File: config.mk
export PLATFORM = sky130hd
export DESIGN_NAME = seq_generator
export DESIGN_NICKNAME = d
export VERILOG_FILES = /design/src/rtl/seq_generator.sv
export SDC_FILE = /design/constraint.sdc
export NUM_CORES = 1
export LEC_CHECK = 0
export ABC_AREA = 1
export CELL_PAD_IN_SITES_DETAIL_PLACEMENT = 0
export CELL_PAD_IN_SITES_GLOBAL_PLACEMENT = 1
export CORE_MARGIN = 4
export CORE_UTILIZATION = 45
export CTS_CLUSTER_DIAMETER = 200
export DETAILED_ROUTE_END_ITERATION = 8
export GPL_TIMING_DRIVEN = 0
export PLACE_DENSITY = 0.92
export RECOVER_POWER = 25
export REMOVE_ABC_BUFFERS = 1
export SETUP_SLACK_MARGIN = 0.5
export SKIP_CTS_REPAIR_TIMING = 1
export SLEW_MARGIN = 10
export SYNTH_ARGS = -nofsm -noshare
export SYNTH_HDL_FRONTEND = slang
export SYNTH_SLANG_ARGS = --single-unit
File: constraint.sdc
create_clock -name SYSCLK -period 3.8 [get_ports SYSCLK]
set_input_delay 0.76 -clock SYSCLK [delete_from_list [all_inputs] [get_ports SYSCLK]]
set_output_delay 0.76 -clock SYSCLK [all_outputs]
set_load 0.05 [all_outputs]
File: src/rtl/seq_generator.sv
// Nibble burst generator: accepts a command, then emits LEN nibbles (count-up,
// count-down, constant or LFSR) with GAP idle cycles between them.
module seq_generator #(
  parameter logic [7:0] LFSR_SEED = 8'hA5
) (
  input  logic       SYSCLK,
  input  logic       RST_B,
  input  logic       CMD_VALID,
  output logic       CMD_READY,
  input  logic [1:0] MODE,
  input  logic [3:0] START,
  input  logic [3:0] LEN,
  input  logic [1:0] GAP,
  input  logic       ABORT,
  output logic       OUT_VALID,
  output logic [3:0] DATA_OUT,
  output logic       BUSY,
  output logic       DONE
);

  typedef enum logic [1:0] {IDLE, EMIT, WAIT, FIN} state_t;

  // An all-zero LFSR would lock up, so a zero seed parameter is replaced.
  localparam logic [7:0] SAFE_SEED = (LFSR_SEED == 8'h00) ? 8'h01 : LFSR_SEED;

  state_t      state_q;
  logic [1:0]  mode_q;
  logic [1:0]  gap_q;
  logic [1:0]  gcnt_q;
  logic [4:0]  len_q;
  logic [4:0]  cnt_q;
  logic [3:0]  cur_q;
  logic [7:0]  lfsr_q;
  logic        out_valid_q;
  logic [3:0]  data_out_q;
  logic        busy_q;
  logic        done_q;
  logic        ready_q;

  logic [7:0]  lfsr_shift_d;
  logic [7:0]  seed_d;
  logic [3:0]  first_d;
  logic [3:0]  nib_next_d;
  logic [4:0]  cnt_inc_d;
  logic        last_d;

  // NOTE: every always_comb output gets a value on every path, so no latch is inferred.
  always_comb begin
    lfsr_shift_d = {lfsr_q[6:0], lfsr_q[7] ^ lfsr_q[5] ^ lfsr_q[4] ^ lfsr_q[3]};
    seed_d       = (START != 4'h0) ? {4'h5, START} : SAFE_SEED;
    first_d      = (MODE == 2'd3) ? seed_d[3:0] : START;
    cnt_inc_d    = cnt_q + 5'd1;
    last_d       = (cnt_inc_d == len_q);
    nib_next_d   = cur_q;
    case (mode_q)
      2'd0:    nib_next_d = cur_q + 4'd1;
      2'd1:    nib_next_d = cur_q - 4'd1;
      2'd2:    nib_next_d = cur_q;
      default: nib_next_d = lfsr_shift_d[3:0];
    endcase
  end

  // NOTE: state and registered outputs use non-blocking assignments so every
  // register samples the pre-edge values of the others.
  always_ff @(posedge SYSCLK or negedge RST_B) begin
    if (!RST_B) begin
      state_q     <= IDLE;
      mode_q      <= 2'd0;
      gap_q       <= 2'd0;
      gcnt_q      <= 2'd0;
      len_q       <= 5'd0;
      cnt_q       <= 5'd0;
      cur_q       <= 4'h0;
      lfsr_q      <= LFSR_SEED;
      out_valid_q <= 1'b0;
      data_out_q  <= 4'h0;
      busy_q      <= 1'b0;
      done_q      <= 1'b0;
      ready_q     <= 1'b1;
    end else if (state_q != IDLE && ABORT) begin
      state_q     <= IDLE;
      out_valid_q <= 1'b0;
      data_out_q  <= 4'h0;
      busy_q      <= 1'b0;
      done_q      <= 1'b0;
      ready_q     <= 1'b1;
    end else begin
      case (state_q)
        IDLE: begin
          if (CMD_VALID && ready_q) begin
            state_q     <= EMIT;
            mode_q      <= MODE;
            gap_q       <= GAP;
            len_q       <= (LEN == 4'h0) ? 5'd16 : {1'b0, LEN};
            cnt_q       <= 5'd0;
            lfsr_q      <= seed_d;
            cur_q       <= first_d;
            out_valid_q <= 1'b1;
            data_out_q  <= first_d;
            busy_q      <= 1'b1;
            ready_q     <= 1'b0;
            done_q      <= 1'b0;
          end
        end
        EMIT: begin
          cnt_q <= cnt_inc_d;
          if (last_d) begin
            state_q     <= FIN;
            out_valid_q <= 1'b0;
            data_out_q  <= 4'h0;
            done_q      <= 1'b1;
          end else begin
            // cur_q always holds the nibble to emit next, even across a gap.
            cur_q <= nib_next_d;
            if (mode_q == 2'd3) lfsr_q <= lfsr_shift_d;
            if (gap_q == 2'd0) begin
              out_valid_q <= 1'b1;
              data_out_q  <= nib_next_d;
            end else begin
              state_q     <= WAIT;
              gcnt_q      <= gap_q;
              out_valid_q <= 1'b0;
              data_out_q  <= 4'h0;
            end
          end
        end
        WAIT: begin
          if (gcnt_q == 2'd1) begin
            state_q     <= EMIT;
            out_valid_q <= 1'b1;
            data_out_q  <= cur_q;
          end else begin
            gcnt_q <= gcnt_q - 2'd1;
          end
        end
        FIN: begin
          state_q <= IDLE;
          done_q  <= 1'b0;
          busy_q  <= 1'b0;
          ready_q <= 1'b1;
        end
      endcase
    end
  end

  assign CMD_READY = ready_q;
  assign OUT_VALID = out_valid_q;
  assign DATA_OUT  = data_out_q;
  assign BUSY      = busy_q;
  assign DONE      = done_q;

endmodule
==> reports/metrics.yaml, run 1 <==
die:
  die_w_um: 80.42
  fp.dieH_um: 80.42
  io_pins: 24
  rows: 26
  core_area_mm2: 0.005107
  start_util_pct: 46.20
  dieArea_mm2: 0.006467
critical_path:
  path_cells: "inv_1, ha_1, inv_1, a211oi_2, nand2_4, a21oi_1, nand2_1, nand2_1"
  r2r_slack_ns: 0.93
  critPathCaptureType: "flop"
  required_ns: 4.03
  arrival_ns: 3.10
  crit_type: "reg -> reg"
  max_stage_delay_ns: 0.62
  slowest_stage: "ha_1"
  reg2reg_from: "state_q[1]"
  r2r-end: "lfsr_q[3]"
  critPathMaxFanout: 17
  r2r.worst_path.cells: 8
  cp-start-kind: "flop"
global_route:
  grt_pass1_vias: 1935
  grt_pass1_wl_um: 8749
  met2_usage_pct: 27.40
  grt_usage_pct: 17.16
  met3_usage_pct: 3.027
  grt_use_met1_pct: 23.66
  overflow: 0
  antenna_found_initial: 0
  grt_max_degree: 23
  top_usage_layer: "met2"
logic_synthesis:
  synthFlopType: "dfrtp_1"
  ys_ff_latch: 38
  async_flop_share_pct: 100.0
  synth_cell_types: 38
  synth-edff-count: 0
  syn-cell-area_mm2: 0.002360
  synthCells: 321
  synth.avg_cell_area_um2: 7.351
  ys_seq_area_share_pct: 40.56
  yosys_warnings: 0
timing:
  final.setup.tns_ns: 0
  rsz0062_at_grt: "no"
  finalHoldViolCount: 0
  worst_pin_slew_ns: 1.188
  fmax_mhz: 348.1
  relSlewSlack_pct: 20.82
  timing.final.crit_share_pct: 75.59
  post-route-min-period_ns: 2.872
  whs_ns: 0.4761
  final_max_slew_viol_count: 0
  finClkSkew_ns: 0.007410
  setup_viol: 0
clock_network:
  clk_pin_slew_worst_paths_ns: 0.08
  cts_buffers: 5
  clk_latency_ns: 0.29
  h-tree-depth: 2
  cts-root-buf: "clkbuf_8"
  cts_tree: "built"
  clockBufferDepth: 2
  cts_sinks: 38
cells_and_area:
  area_delta_synth_final_pct: 15.54
  drive_gt1_share_pct: 10.37
  stdcell_area_mm2: 0.002726
  num_antenna_cells: 0
  nFillCells: 522
  nNetsFinal: 369
drt:
  drcViolationCount: 0
  drt_pass1_iterations: 4
  drt.antenna.violating_nets: 0
  viasPerCell: 4.914
  wirelength_um: 4985
  vias: 2049
  drtIter0Drc: 88
  post_drt_wl_per_cell_um: 11.95
power:
  leakage_nw: 1.327
  intPower_mw: 1.241
  power_frac_seq_pct: 30.0
  power_density_mw_per_mm2: 914.4
  switching_share_pct: 50.20
  power_switching_mw: 1.252
  pwr-share-comb_pct: 58.3
  vdd_drop_max_mv: 0.3676
  clockPowerShare_pct: 11.7
placed_design:
  placed_cell_area_mm2: 0.002656
  port_buffers: 23
  dpl.hpwl_um: 3897
  globalplace.congestion: 0.8732
run:
  timing.max_cap.violations: 0
worst_hold_path:
  hp-start: "lfsr_q[7]"
  whs_path_depth: 2
  min_to: "lfsr_q[7]"
  worstHoldPathType: "reg -> reg"
run_status:
  outcome: "complete, no violations"
flip-flops by register name, indices dropped and copies added, names as in the netlist, 2 cells and up:
signal	cells
lfsr_q	8
cnt_q	5
len_q	5
DATA_OUT	4
cur_q	4
gap_q	2
gcnt_q	2
mode_q	2
state_q	2
cells in the final DEF (no fill, tap or decap), types with 3 or more instances in the layout:
cell / instances
ha_1: 7
nand2_2: 8
o21ai_0: 25
nand3_1: 13
xor2_1: 3
inv_2: 3
clkbuf_8: 6
inv_1: 42
clkdlybuf4s50_1: 22
a21oi_1: 20
nand2_1: 100
dfstp_2: 5
dfrtp_1: 33
o22ai_1: 5
o21ai_2: 4
nor2_1: 21
layer usage:
layer / share of wire [%] / wire [um]
met1: 50 / 2496
met2: 44 / 2205
met3: 4.2 / 209
met4: 1.4 / 72
met5: 0 / 0
worst max path at each step:
stage | start | to | slack (ns)
after global placement | RST_B | len_q[0] | 1.02
final | state_q[1] | lfsr_q[3] | 0.93
after floorplan | state_q[1] | lfsr_q[4] | 1.64
after global routing | state_q[1] | lfsr_q[3] | 0.65
after CTS | state_q[1] | lfsr_q[3] | 0.97
after detailed placement | state_q[1] | lfsr_q[3] | 0.97
cells by family (layout without fill, tap and decap cells):
kind of cell	after synthesis	after routing	share of synthesized area, %
DFF	38	38	40.56
xor gates and xnor gates	5	5	1.856
adders and majority gates	7	7	3.711
AOI/OAI and AO/OA	64	64	15.64
buffers and inverters	52	78	9.279
and+or+nand+nor	155	155	28.95
area by class of cell:
type	instances	area [um^2]	area share, %
sequential	38	957.2	35.11
clock buffer	6	82.58	3.029
tap	70	87.58	3.212
clock inverter	2	12.51	0.4589
inverter	46	175.2	6.425
timing repair buffer	24	227.7	8.352
multi-input combinational	231	1184	43.41
stage by stage:
step                      power, mW  std cells  util [%]  worst slack (ns)
after floorplan               1.852        315         -             1.639
after global routing          2.763        417     53.38            0.6512
after global placement        2.192        408     51.57             1.023
after CTS                     2.513        417     53.87            0.9699
after detailed placement      2.213        409     52.01            0.9739
final                         2.493        417     53.38            0.9275
cells in the mapped netlist, types with 4 or more instances:
library cell | n | area, um^2
o22ai_1 | 5 | 31.28
nand3_1 | 13 | 65.06
dfstp_2 | 5 | 131.4
dfrtp_1 | 33 | 825.8
o21ai_0 | 25 | 125.1
nand2_1 | 100 | 375.4
a21oi_1 | 20 | 100.1
inv_1 | 42 | 157.7
ha_1 | 7 | 87.58
o21ai_2 | 4 | 35.03
nor2_1 | 21 | 78.83
nand2_2 | 8 | 50.05
critical path, delay by kind of cell, from the launching register on:
| family | cells | cell delay [ns] |
|---|---|---|
| and+or+nand+nor | 3 | 0.35 |
| adders and majority gates | 1 | 0.62 |
| buffers and inverters | 2 | 0.53 |
| DFF | 1 | 0.42 |
| AOI/OAI and AO/OA | 2 | 0.89 |
power groups by stage:
stage	registers [mW]	clock network, mW	logic [mW]
after floorplan	0.843	0	1.01
after global placement	0.751	0	1.44
after detailed placement	0.755	0	1.46
after CTS	0.749	0.301	1.46
after global routing	0.775	0.316	1.67
final	0.748	0.291	1.45
Power figures use the tool's default switching activity.
==> inputs of run 2 (changes only) <==
- CORE_UTILIZATION: 45 -> 37
- PLACE_DENSITY: 0.92 -> 0.82
- clock period: 3.8 -> 2.35 ns (I/O delays scaled with it)
==> run 2 against run 1 <==
Net effect: cell area rose by 18%; non-clock buffer count increased by 22; via count increased by 7.7%; maximum frequency up 51%; final cell count up 6.7%; highest routed layer unchanged.
==> reports/metrics.yaml, run 2 (synthesized netlist as in run 1, its figures left out) <==
cells_and_area:
  layout_commonest_cell: "nand2_1"
  utilization_pct: 53.22  # -0.16 points
  layout_common_cells: "nand2_1 (91), inv_1 (34), dfrtp_1 (28), buf_4 (19), o21ai_0 (18)"
  num_antenna_cells: 0  # unchanged
  largest_register_ffs: 8  # unchanged
  nNetsFinal: 392  # +6.2%
  fin_cells: 445  # +6.7%
  drive_gt1_share_pct: 28.92  # +19 points
  regMostFlops: "lfsr_q"
  largest_registers: "lfsr_q: 8 flops, cnt_q: 5 flops, len_q: 5 flops"
  nFillCells: 588  # +13%
  area_delta_synth_final_pct: 36.69
placed_design:
  globalplace.congestion: 0.8856  # +1.4%
  dpl.hpwl_um: 4114  # +5.6%
  port_buffers: 23  # unchanged
  dp_cells: 414  # +1.2%
  pre_cts_ws_ns: -0.4728  # -1.447 ns
timing:
  final_max_slew_viol_count: 0  # unchanged
  finalHoldViolCount: 0  # unchanged
  relSlewSlack_pct: 26.19  # +5.4 points
  timing.final.crit_share_pct: 80.76  # +5.2 points
  setup_viol: 0  # unchanged
  rsz0062_at_grt: "yes"
  post-route-min-period_ns: 1.898  # -0.9746 ns
  fmax_mhz: 526.9  # +51%
  finClkSkew_ns: 0.01006  # +0.002651 ns
  worst_slack_ns: 0.4522  # -0.4754 ns
  worst_pin_slew_ns: 1.107  # -0.08048 ns
power:
  pwr-share-comb_pct: 66.1  # +7.8 points
  intPower_mw: 2.486  # +100%
  power_switching_mw: 2.494  # +99%
  leakage_nw: 1.562  # +18%
  clockPowerShare_pct: 8.9  # -2.8 points
  power_density_mw_per_mm2: 1544  # +69%
  power_frac_seq_pct: 25.0  # -5.0 points
  switching_share_pct: 50.08  # -0.12 points
  vdd_drop_max_mv: 0.7632  # +110%
worst_hold_path:
  worstHoldPathType: "in -> async"
critical_path:
  r2r.worst_path.cells: 14  # +6
  cp-start-kind: "flop"
  cp_common_cell: "nand2_1"
  setup.worst_path.end: "lfsr_q[4]"
  max_stage_delay_ns: 0.45  # -0.17 ns
  required_ns: 2.57  # -1.46 ns
  cp_num_cells: 14  # +6
  crit_path_start: "cnt_q[1]"
  r2r-end: "lfsr_q[4]"
  critPathMaxFanout: 6  # -11
  path_cells: "ha_4, inv_2, nand2_1, nand2_1, nor2_2, nand3_2, nor2_4, buf_6, nand4_4, nand2_4, inv_8, nand2_8, nand2_2, o21ai_2"
  critPathTopFamily: "simple AND/OR/NAND/NOR gates"
  critical_path_buf_inv_count: 3  # +1
  crit_type: "reg -> reg"
  reg2reg_from: "cnt_q[1]"
  slowest_stage: "dfrtp_2"
  critPathCaptureType: "flop"
  arrival_ns: 2.12  # -0.98 ns
  r2r_slack_ns: 0.45  # -0.48 ns
global_route:
  grt_pass1_wl_um: 9473  # +8.3%
  top_usage_layer: "met2"
  antenna_found_initial: 0  # unchanged
  grt_pass1_vias: 2004  # +3.6%
  met2_usage_pct: 24.38  # -3.0 points
  grt_usage_pct: 15.63  # -1.5 points
  overflow: 0  # unchanged
  met3_usage_pct: 3.198  # +0.17 points
  grt_use_met1_pct: 21.42  # -2.2 points
  grt_max_degree: 22  # -4.3%
die:
  core_area_mm2: 0.006061  # +19%
  fp.dieH_um: 87.86  # +9.3%
  start_util_pct: 38.93  # -7.3 points
  rows: 28  # +7.7%
  io_pins: 24  # unchanged
  die_w_um: 87.86  # +9.3%
  dieArea_mm2: 0.007719  # +19%
clock_network:
  cts_tree: "built"
  clk_latency_ns: 0.30  # about the same
  cts_sinks: 38  # unchanged
  cts_buffers: 5  # unchanged
  h-tree-depth: 2  # unchanged
  cts-root-buf: "clkbuf_8"
  clockBufferDepth: 2  # unchanged
  clk_pin_slew_worst_paths_ns: 0.08  # about the same
run_status:
  outcome: "complete, no violations"
drt:
  drcViolationCount: 0  # unchanged
  wirelength_um: 5895  # +18%
  drtIter0Drc: 97  # +10%
  drt.antenna.violating_nets: 0  # unchanged
  viasPerCell: 4.957  # +0.89%
  drt_pass1_iterations: 5  # +1
  vias: 2206  # +7.7%
  post_drt_wl_per_cell_um: 13.25  # +11%
run:
  timing.max_cap.violations: 0  # unchanged
-- run 2: cell types whose count changed in the layout (fill, tap and decap cells not counted), sizes merged --
cell | before | now
buf | 0 | 23
clkbuf | 8 | 9
clkdlybuf4s50 | 22 | 14
clkinv | 1 | 0
dlymetal6s2s | 0 | 8
inv | 46 | 45
nand2 | 110 | 111
-- run 2: through the flow --
stage | TNS, ns | cell area (um^2) | power [mW] | hold WS (ns)
5_1_grt | 0 | 3226 | 5.419 | 0.4437
6_report | 0 | 3226 | 4.980 | 0.3600
4_1_cts | -6.340 | 2743 | 4.072 | 0.1279
3_3_place_gp | -9.361 | 2640 | 3.568 | 0.4647
2_1_floorplan | 0 | 2316 | 2.994 | 0.1744
3_5_place_dp | -5.547 | 2663 | 3.607 | 0.4493
-- run 2: routing by layer --
metal | part of all wire [%] | vias to the layer above
met5 | 0 | -
met4 | 2.2 | 0
met3 | 3.5 | 11
met2 | 47 | 39
met1 | 47 | 1025
li1 | - | 1131
-- run 2: area by class of cell --
class	instances	area, um^2	area share [%]
sequential	38	963.4	29.87
timing repair buffer	46	447.9	13.89
inverter	46	196.4	6.090
clock buffer	8	80.08	2.483
tap	75	93.84	2.909
multi-input combinational	232	1444	44.76
-- run 2: worst reg2reg max path: cells and delay by family, from the launching register on --
family | cells | cell delay, ns
buffers and inverters | 3 | 0.21
adders and majority gates | 1 | 0.28
AOI/OAI and AO/OA | 1 | 0.05
DFF | 1 | 0.45
and+or+nand+nor | 9 | 0.84
-- run 2: how the worst min path moves through the flow --
stage	from	slack, ns	endpoint
after global placement	lfsr_q[7]	0.46	lfsr_q[7]
final	RST_B	0.36	len_q[0]
after global routing	RST_B	0.44	len_q[0]
after CTS	RST_B	0.13	state_q[0]
after detailed placement	RST_B	0.45	len_q[0]
after floorplan	RST_B	0.17	BUSY
-- run 2: power groups by stage --
stage                     registers (mW)  clock network, mW  logic [mW]
after floorplan                     1.36                  0        1.63
after global placement              1.22                  0        2.35
after detailed placement            1.23                  0        2.37
after CTS                           1.22              0.458        2.39
after global routing                1.29              0.494        3.64
final                               1.24              0.444        3.29
